<file path="src/rtl/msg_tx_arbiter_if.sv">
// Handshake bundle between the requesters, the message arbiter and the UART
// message buffer.
interface msg_tx_arbiter_if #(
    parameter int ADDR_WIDTH = 4,
    parameter int NREQ       = 3,
    parameter int IDW        = 2
);
    localparam int MW = 2 * (ADDR_WIDTH + 1) + 4;

    logic [NREQ-1:0]    req_valid;
    logic [NREQ*MW-1:0] req_msg;
    logic [NREQ-1:0]    req_ack;
    logic               tx_valid;
    logic [MW-1:0]      tx_message;
    logic               tx_ack;
    logic [IDW-1:0]     grant_id;
    logic               busy;

    // master: the arbiter itself
    modport master (
        input  req_valid, req_msg, tx_ack,
        output req_ack, tx_valid, tx_message, grant_id, busy
    );

    // slave: requesters plus the downstream buffer
    modport slave (
        output req_valid, req_msg, tx_ack,
        input  req_ack, tx_valid, tx_message, grant_id, busy
    );
endinterface

</file>
<file path="src/rtl/msg_tx_arbiter.sv">
// Round-robin arbiter sharing one outbound message channel among NREQ requesters.
// Define MSG_ARB_PRIORITY_EN to give requester 0 strict priority over the rest.
module msg_tx_arbiter #(
    parameter int ADDR_WIDTH = 4,
    parameter int NREQ       = 3,
    parameter int IDW        = 2
) (
    input  logic             clk,
    input  logic             rst,
    msg_tx_arbiter_if.master bus
);
    localparam int MW = 2 * (ADDR_WIDTH + 1) + 4;

    typedef enum logic [1:0] {
        IDLE  = 2'd0,
        OFFER = 2'd1,
        GAP   = 2'd2
    } state_t;

    state_t          state_q, state_d;
    logic            tx_valid_q, tx_valid_d;
    logic [MW-1:0]   tx_message_q, tx_message_d;
    logic [NREQ-1:0] req_ack_q, req_ack_d;
    logic [IDW-1:0]  grant_id_q, grant_id_d;
    logic [IDW-1:0]  last_q, last_d;

    logic            any_req;
    logic [IDW-1:0]  winner;
    int              idx;

    // Winner search starts just after the last grantee, so it has lowest priority.
    always_comb begin
        any_req = 1'b0;
        winner  = '0;
        idx     = 0;
`ifdef MSG_ARB_PRIORITY_EN
        // last_q only ever holds 1..NREQ-1 here: requester 0 bypasses the ring.
        if (bus.req_valid[0]) begin
            any_req = 1'b1;
        end else begin
            for (int k = 1; k < NREQ; k++) begin
                idx = 1 + ((int'(last_q) - 1 + k) % (NREQ - 1));
                if (!any_req && |(bus.req_valid & (NREQ'(1) << idx))) begin
                    any_req = 1'b1;
                    winner  = IDW'(idx);
                end
            end
        end
`else
        for (int k = 1; k <= NREQ; k++) begin
            idx = (int'(last_q) + k) % NREQ;
            if (!any_req && |(bus.req_valid & (NREQ'(1) << idx))) begin
                any_req = 1'b1;
                winner  = IDW'(idx);
            end
        end
`endif
    end

    // NOTE: every target gets a default before the case so no path leaves a
    // signal unassigned; an unassigned path would infer a latch.
    always_comb begin
        state_d      = state_q;
        tx_valid_d   = tx_valid_q;
        tx_message_d = tx_message_q;
        req_ack_d    = '0;
        grant_id_d   = grant_id_q;
        last_d       = last_q;
        unique case (state_q)
            IDLE: begin
                if (any_req) begin
                    state_d      = OFFER;
                    tx_valid_d   = 1'b1;
                    tx_message_d = MW'(bus.req_msg >> (int'(winner) * MW));
                    grant_id_d   = winner;
`ifdef MSG_ARB_PRIORITY_EN
                    if (winner != '0) last_d = winner;
`else
                    last_d = winner;
`endif
                end
            end
            OFFER: begin
                if (bus.tx_ack) begin
                    state_d    = GAP;
                    tx_valid_d = 1'b0;
                    req_ack_d  = NREQ'(1) << grant_id_q;
                end
            end
            // One dead cycle so the buffer never sees back-to-back valids.
            GAP:     state_d = IDLE;
            default: state_d = IDLE;
        endcase
    end

    // NOTE: sequential state uses non-blocking assignments so every register
    // samples the pre-edge values regardless of statement order.
    always_ff @(posedge clk or posedge rst) begin
        if (rst) begin
            state_q      <= IDLE;
            tx_valid_q   <= 1'b0;
            tx_message_q <= '0;
            req_ack_q    <= '0;
            grant_id_q   <= '0;
            last_q       <= IDW'(NREQ - 1);
        end else begin
            state_q      <= state_d;
            tx_valid_q   <= tx_valid_d;
            tx_message_q <= tx_message_d;
            req_ack_q    <= req_ack_d;
            grant_id_q   <= grant_id_d;
            last_q       <= last_d;
        end
    end

    assign bus.tx_valid   = tx_valid_q;
    assign bus.tx_message = tx_message_q;
    assign bus.req_ack    = req_ack_q;
    assign bus.grant_id   = grant_id_q;
    assign bus.busy       = (state_q != IDLE);
endmodule

</file>
<file path="src/flat_wrapper.sv">
// flat-port wrapper written by rule: the top's interface ports become plain ports
module msg_tx_arbiter_flat 
#(
    parameter int ADDR_WIDTH = 4,
    parameter int NREQ       = 3,
    parameter int IDW        = 2
)
  (clk, rst, bus_req_valid, bus_req_msg, bus_tx_ack, bus_req_ack, bus_tx_valid, bus_tx_message, bus_grant_id, bus_busy);
  msg_tx_arbiter_if #(.ADDR_WIDTH(ADDR_WIDTH), .NREQ(NREQ), .IDW(IDW)) bus_i ();
  input  logic clk;
  input  logic rst;
  input wire logic [$bits(bus_i.req_valid)-1:0] bus_req_valid;
  input wire logic [$bits(bus_i.req_msg)-1:0] bus_req_msg;
  input wire logic [$bits(bus_i.tx_ack)-1:0] bus_tx_ack;
  output wire logic [$bits(bus_i.req_ack)-1:0] bus_req_ack;
  output wire logic [$bits(bus_i.tx_valid)-1:0] bus_tx_valid;
  output wire logic [$bits(bus_i.tx_message)-1:0] bus_tx_message;
  output wire logic [$bits(bus_i.grant_id)-1:0] bus_grant_id;
  output wire logic [$bits(bus_i.busy)-1:0] bus_busy;
  assign bus_i.req_valid = bus_req_valid;
  assign bus_i.req_msg = bus_req_msg;
  assign bus_i.tx_ack = bus_tx_ack;
  assign bus_req_ack = bus_i.req_ack;
  assign bus_tx_valid = bus_i.tx_valid;
  assign bus_tx_message = bus_i.tx_message;
  assign bus_grant_id = bus_i.grant_id;
  assign bus_busy = bus_i.busy;
  msg_tx_arbiter #(.ADDR_WIDTH(ADDR_WIDTH), .NREQ(NREQ), .IDW(IDW)) u_core (.clk(clk), .rst(rst), .bus(bus_i));
endmodule
</file>
<file path="config.mk">
export PLATFORM = sky130hd
export DESIGN_NAME = msg_tx_arbiter_flat
export DESIGN_NICKNAME = d
export VERILOG_FILES = /design/src/rtl/msg_tx_arbiter_if.sv /design/src/rtl/msg_tx_arbiter.sv /design/src/flat_wrapper.sv
export SDC_FILE = /design/constraint.sdc
export NUM_CORES = 1
export LEC_CHECK = 0
export ABC_AREA = 1
export CAP_MARGIN = 20
export CORE_MARGIN = 8
export CORE_UTILIZATION = 43
export DETAILED_ROUTE_END_ITERATION = 10
export PLACE_DENSITY = 0.81
export SYNTH_ARGS = -nofsm -noshare
export SYNTH_HDL_FRONTEND = slang
export SYNTH_SLANG_ARGS = --single-unit
</file>
<file path="constraint.sdc">
create_clock -name clk -period 2.4 [get_ports clk]
set_clock_uncertainty 0.1 [all_clocks]
set_input_delay 0.48 -clock clk [delete_from_list [all_inputs] [get_ports clk]]
set_output_delay 0.48 -clock clk [all_outputs]
set_load 0.005 [all_outputs]
</file>
==> results.json, run 1 <==
{
  "status": "completed",
  "cap_violations": 0,
  "final_net_count": 380,
  "dp_hpwl_mm": 3.46,
  "area_delta_synth_final_pct": 50.0,
  "die_h_um": 77.6,
  "clock_latency_ns": 0.26,
  "hold_viol": 0,
  "grt-ovfl-total": 0,
  "io_buffer_count": 68,
  "fmax_mhz": 459,
  "final_util": 0.668,
  "yosysSeqAreaShare": 0.354,
  "totalWireLength_mm": 4.12,
  "hold_buffers": 0,
  "detailroute.via_count": 1702,
  "synth_async_sr_flop_share": 1.00,
  "fin_crit_ns": 2.18,
  "vdd_drop_max_mv": 0.719,
  "synth-main-ff-cell": "dfrtp_1",
  "finalCritPeriodShare": 0.908,
  "syn_area_um2": 1630,
  "synth_nets": 308,
  "hold_path.class": "register to register",
  "ys_seq_elements": 23,
  "clkTransAtPathRegs_ns": 0.08,
  "grt_pass1_vias": 1636,
  "cts_tree": "done",
  "final_cells": 377,
  "power_density_nw_per_um2": 1400,
  "total_power_w": 0.00342,
  "wl_per_cell_um": 10.9,
  "drtAntennaViolNets": 0,
  "pwr-share-seq": 0.198,
  "fillers": 319,
  "cp_max_fo": 22,
  "max_slew_margin": 0.813,
  "grt_pass1_wl_mm": 7.31,
  "layout-drive-gt1-share": 0.109,
  "p_int_w": 0.00178,
  "synth_edf_count": 0,
  "rsz0062_at_grt": "no",
  "power_frac_comb": 0.735,
  "worstPathRequired_ns": 2.45,
  "rows": 22,
  "ios": 69,
  "start_util": 0.445,
  "synth.most_common_cell": "nand2_1",
  "drt_iter0_drc": 72,
  "dr.pass1.iters": 4,
  "synth_top_area_frac": 0.338,
  "yosysWarnings": 0,
  "ys_types": 20,
  "slew_viol_final": 0,
  "cts_buffer_depth": 2,
  "yosysTopAreaCell": "dfrtp_1",
  "finalSetupViolCount": 0,
  "drc": 0,
  "synth.avg_cell_area_um2": 6.32,
  "worstSetupPathType": "register to register",
  "synthTopCellsByCount": "94 x nand2_1, 51 x inv_1, 33 x nand3_1",
  "cts_buffers": 3,
  "antenna_found_initial": 0,
  "root_buffer": "clkbuf_8",
  "max_slew.worst_pin.slew_ns": 0.281,
  "core_um2": 3660,
  "die_w_um": 77.6,
  "gp_congestion": 0.831,
  "worstSetupStartpointType": "register",
  "grt_usage": 0.141,
  "vias_per_cell": 4.51,
  "cp.arrival_ns": 2.23,
  "synth_area_leaders": "dfrtp_1 34%, nand2_1 22%, inv_1 12%",
  "die_area_um2": 6020,
  "num_antenna_cells": 0,
  "setup_tns_ns": 0,
  "placedCellCount": 372,
  "power_leakage_nw": 1.34,
  "hold_ws_ns": 0.387,
  "cp-end-kind": "register",
  "clock-sinks": 23,
  "power.share.clock": 0.067,
  "grt_max_degree": 24,
  "power_switching_w": 0.00164,
  "h-tree-depth": 1,
  "post_synth_inst_count": 258,
  "switching_share": 0.479
}
[power by group through the flow]
stage               Clock, W  Combinational, W  Sequential (W)
floorplan                  0           0.00169        0.000676
global placement           0           0.00242        0.000684
detailed placement         0           0.00246        0.000690
CTS                 0.000235           0.00247        0.000684
global route        0.000257           0.00285        0.000694
finish              0.000230           0.00251        0.000678
[layout by cell type, fill, tap and decap left out]
cell type	instances
clkinv_2	1
or2_2	1
o31ai_1	1
dfrtp_1	22
dfstp_2	1
nand2_1	93
nand3_4	1
buf_4	9
nand2_4	1
nor2_2	1
nand3_1	33
nor2_1	16
nor3_1	4
nor2_4	1
nand2_2	13
inv_4	1
nand3_2	2
clkbuf_8	3
inv_1	51
ha_1	2
o21ai_0	3
clkdlybuf4s50_1	68
buf_12	1
[per-stage QoR]
stage	worst slack [ns]	cell area (um2)
2_1_floorplan	0.345	1630
3_3_place_gp	0.144	2380
3_5_place_dp	0.0730	2380
4_1_cts	0.135	2430
5_1_grt	0.0665	2440
6_report	0.221	2440
[state kept, by name, indices dropped and copies added (netlist names)]
signal	cells
u_core.bus.tx_message	14
u_core.state_q	2
u_core.last_q	2
u_core.bus.req_ack	3
u_core.bus.grant_id	1
u_core.bus.tx_valid	1
[worst paths after layout]
path,startpoint,end,slack (ns),cells past startpoint
setup / recovery,u_core.last_q[1]$_DFFE_PP1P_,u_core.bus.tx_message[5]$_DFFE_PP0P_,0.22,13
hold / removal,u_core.bus.tx_valid$_DFFE_PP0P_,u_core.bus.tx_valid$_DFFE_PP0P_,0.39,2
setup reg to reg,u_core.last_q[1]$_DFFE_PP1P_,u_core.bus.tx_message[5]$_DFFE_PP0P_,0.22,13
hold reg to reg,u_core.bus.tx_valid$_DFFE_PP0P_,u_core.bus.tx_valid$_DFFE_PP0P_,0.39,2
max in group asynchronous,rst,u_core.last_q[1]$_DFFE_PP1P_,1.47,3
min in group asynchronous,rst,u_core.bus.tx_message[5]$_DFFE_PP0P_,0.46,3
[per-layer routing]
metal  share of wire  global-route usage  vias up
met2            0.49               0.238       53
met3           0.056              0.0311        4
met1            0.45               0.176      745
met4          0.0083              0.0358        0
li1                -                   -      900
met5               0                   0        -
[worst max-delay path, cell delays in order (launching register included)]
cell,delay [ns]
dfstp_2,0.54
inv_1,0.05
ha_1,0.26
nand2_1,0.11
nand3_2,0.13
nor2_4,0.14
nand3_2,0.12
nand2_4,0.15
buf_12,0.17
nand2_2,0.05
nand3_1,0.07
nand2_1,0.06
nand2_1,0.06
nand2_1,0.05
[what timing repair did]
item,4_1_cts,5_1_grt
setup endpoints to repair,0,15
buffers inserted,0,1
gates resized for setup,0,3
[cell type report]
class	instances	area [um2]	area share
multi-input cells	172	796	0.325
repair buffers	78	768	0.314
flip-flops and latches	23	577	0.236
inverters	52	198	0.0809
well taps	48	60.1	0.0246
clock buffers	3	41.3	0.0169
clock inverters	1	5.00	0.00205
[cells by family (layout without fill, tap and decap cells)]
family,count (synthesis),in the layout,synth area share
DFF,23,23,0.354
adders and majority gates,2,2,0.0153
and+or+nand+nor,166,166,0.454
AOI/OAI and AO/OA,4,4,0.0138
buffers and inverters,63,134,0.163
Power figures use the tool's default switching activity.
==> run 2, diff against run 1 <==
- CTS_CLUSTER_DIAMETER: default -> 150
==> results of run 2 <==
Final layout, timing and power as in run 1 (identical DEF).
==> run 3, diff against run 2 <==
- CORE_UTILIZATION: 43 -> 39
- PLACE_DENSITY: 0.81 -> 0.77
- clock period: 2.4 -> 1.9 ns (I/O delays scaled with it)
==> run 3 against run 2 <==
  * The flow now finishes with violations (setup timing)
  * Sequential power grew 26%
  * Sequential share of layout area shrank 2.2 points
  * Utilization grew 0.88 points
  * Critical path depth did not move
  * Total power rose by 53%
  * Register-to-register slack worse by 0.33 ns
  * Maximum frequency rose by 8.6%
  * Final cell count grew 2.4%
  * Global-route usage up 0.097 points
  * Flip-flop and latch count stayed put
  * Non-clock buffer count rose by 7
  * Critical path type unchanged
==> results.json, run 3 (same netlist as run 1, synthesis figures left out) <==
{
  "status": "finished, violations left",
  "violations": "setup timing",
  "clkTransAtPathRegs_ns": 0.09,
  "total_power_w": 0.00522,
  "detailroute.via_count": 1786,
  "max_slew.worst_pin.slew_ns": 0.291,
  "crit_top_cell": "nand2_1",
  "fin_ws_ns": -0.107,
  "slew_viol_final": 0,
  "worstSetupStartpointType": "register",
  "die_area_um2": 6510,
  "num_antenna_cells": 0,
  "cts_tree": "done",
  "crit_path_max_incr_delay_ns": 0.57,
  "worstSetupPathType": "register to register",
  "hold_buffers": 0,
  "hold_path.class": "input pin to asynchronous set/reset pin",
  "grt_pass1_vias": 1688,
  "dr.pass1.iters": 4,
  "setup_tns_ns": -1.16,
  "clock-sinks": 23,
  "final_util": 0.677,
  "grt_pass1_wl_mm": 7.43,
  "drtAntennaViolNets": 0,
  "drc": 0,
  "final_net_count": 387,
  "gp_congestion": 0.831,
  "start_util": 0.408,
  "max_slew_margin": 0.806,
  "dp_hpwl_mm": 3.57,
  "cp_slowest_cell": "dfstp_2",
  "io_buffer_count": 68,
  "mostFrequentLayoutCells": "87 x nand2_1, 67 x clkdlybuf4s50_1, 49 x inv_1, 24 x nand3_1, 21 x dfrtp_1",
  "layout-drive-gt1-share": 0.199,
  "cts_buffers": 3,
  "cp.arrival_ns": 2.07,
  "antenna_found_initial": 0,
  "cap_violations": 0,
  "finalCritPeriodShare": 1.06,
  "final_common_cell": "nand2_1",
  "drt_iter0_drc": 75,
  "h-tree-depth": 1,
  "hold_ws_ns": 0.334,
  "worstPathRequired_ns": 1.97,
  "fmax_mhz": 498,
  "die_h_um": 80.7,
  "cp-end-kind": "register",
  "vias_per_cell": 4.63,
  "ios": 69,
  "rsz0062_at_grt": "yes",
  "fin_crit_ns": 2.01,
  "grt_max_degree": 24,
  "grt-ovfl-total": 0,
  "clock_latency_ns": 0.27,
  "wl_per_cell_um": 12.3,
  "area_delta_synth_final_pct": 66.0,
  "vdd_drop_max_mv": 1.14,
  "grt_usage": 0.142,
  "die_w_um": 80.7,
  "power_leakage_nw": 1.46,
  "totalWireLength_mm": 4.74,
  "hold_viol": 0,
  "largest_register_ffs": 14,
  "cp_cell_sequence": "inv_2 -> ha_4 -> nand2_4 -> nand3_4 -> nor2_4 -> nand2_2 -> nand3_2 -> nand2_4 -> buf_6 -> nand3_1 -> nand2_1 -> nand2_1 -> nand2_1",
  "cts_buffer_depth": 2,
  "cp_max_fo": 8,
  "power_density_nw_per_um2": 1930,
  "finalSetupViolCount": 14,
  "root_buffer": "clkbuf_8",
  "rows": 23,
  "core_um2": 4000
}
## run 3: what timing repair did
action | in CTS | in global routing
gates cloned | 0 | 1
pin swaps | 3 | 4
resized for setup | 14 | 22
setup endpoints to repair | 17 | 19
setup buffers | 0 | 1
## run 3: critical path: cells and delay by family, from the launching register on
| kind | cells | cell delay (ns) |
|---|---|---|
| buffers and inverters | 2 | 0.22 |
| adder cells (fa/ha/maj) | 1 | 0.18 |
| AND/OR/NAND/NOR | 10 | 0.85 |
| flip-flops | 1 | 0.57 |
## run 3: layout make-up
class,instances,area [um2]
fillers,344,1290
multi-input cells,172,953
repair buffers,85,865
flip-flops and latches,23,578
inverters,52,203
well taps,50,62.6
clock buffers,4,45.0
## run 3: per-stage QoR
stage               cell area (um2)  cells  setup WS (ns)
global placement               2490    380         -0.176
global route                   2710    386         -0.213
finish                         2710    386         -0.107
detailed placement             2490    380         -0.261
floorplan                      1690    258        -0.0691
CTS                            2590    384        -0.0764
## run 3: worst paths after layout
check	startpoint	end	slack [ns]	cells after the start
min in group clk	u_core.bus.tx_message[10]$_DFFE_PP0P_	u_core.bus.tx_message[10]$_DFFE_PP0P_	0.38	2
worst max register to register	u_core.last_q[1]$_DFFE_PP1P_	u_core.bus.tx_message[12]$_DFFE_PP0P_	-0.11	13
worst min-delay path	rst	u_core.bus.tx_message[4]$_DFFE_PP0P_	0.33	3
worst min register to register	u_core.bus.tx_message[10]$_DFFE_PP0P_	u_core.bus.tx_message[10]$_DFFE_PP0P_	0.38	2
worst max-delay path	u_core.last_q[1]$_DFFE_PP1P_	u_core.bus.tx_message[12]$_DFFE_PP0P_	-0.11	13
max in group asynchronous	rst	u_core.last_q[1]$_DFFE_PP1P_	1.08	3
## run 3: power by group
part           internal (W)  leakage (nW)  switching [W]
clock              0.000150        0.0228       0.000168
sequential         0.000727         0.285       0.000124
combinational       0.00190          1.15        0.00215
total               0.00278          1.46        0.00245
## run 3: routing by layer
metal | up-vias | global-route usage | share of wire
met5 | - | 0 | 0
met4 | 0 | 0.0714 | 0.025
met3 | 8 | 0.0201 | 0.066
met2 | 74 | 0.242 | 0.50
met1 | 785 | 0.168 | 0.41
li1 | 919 | - | -
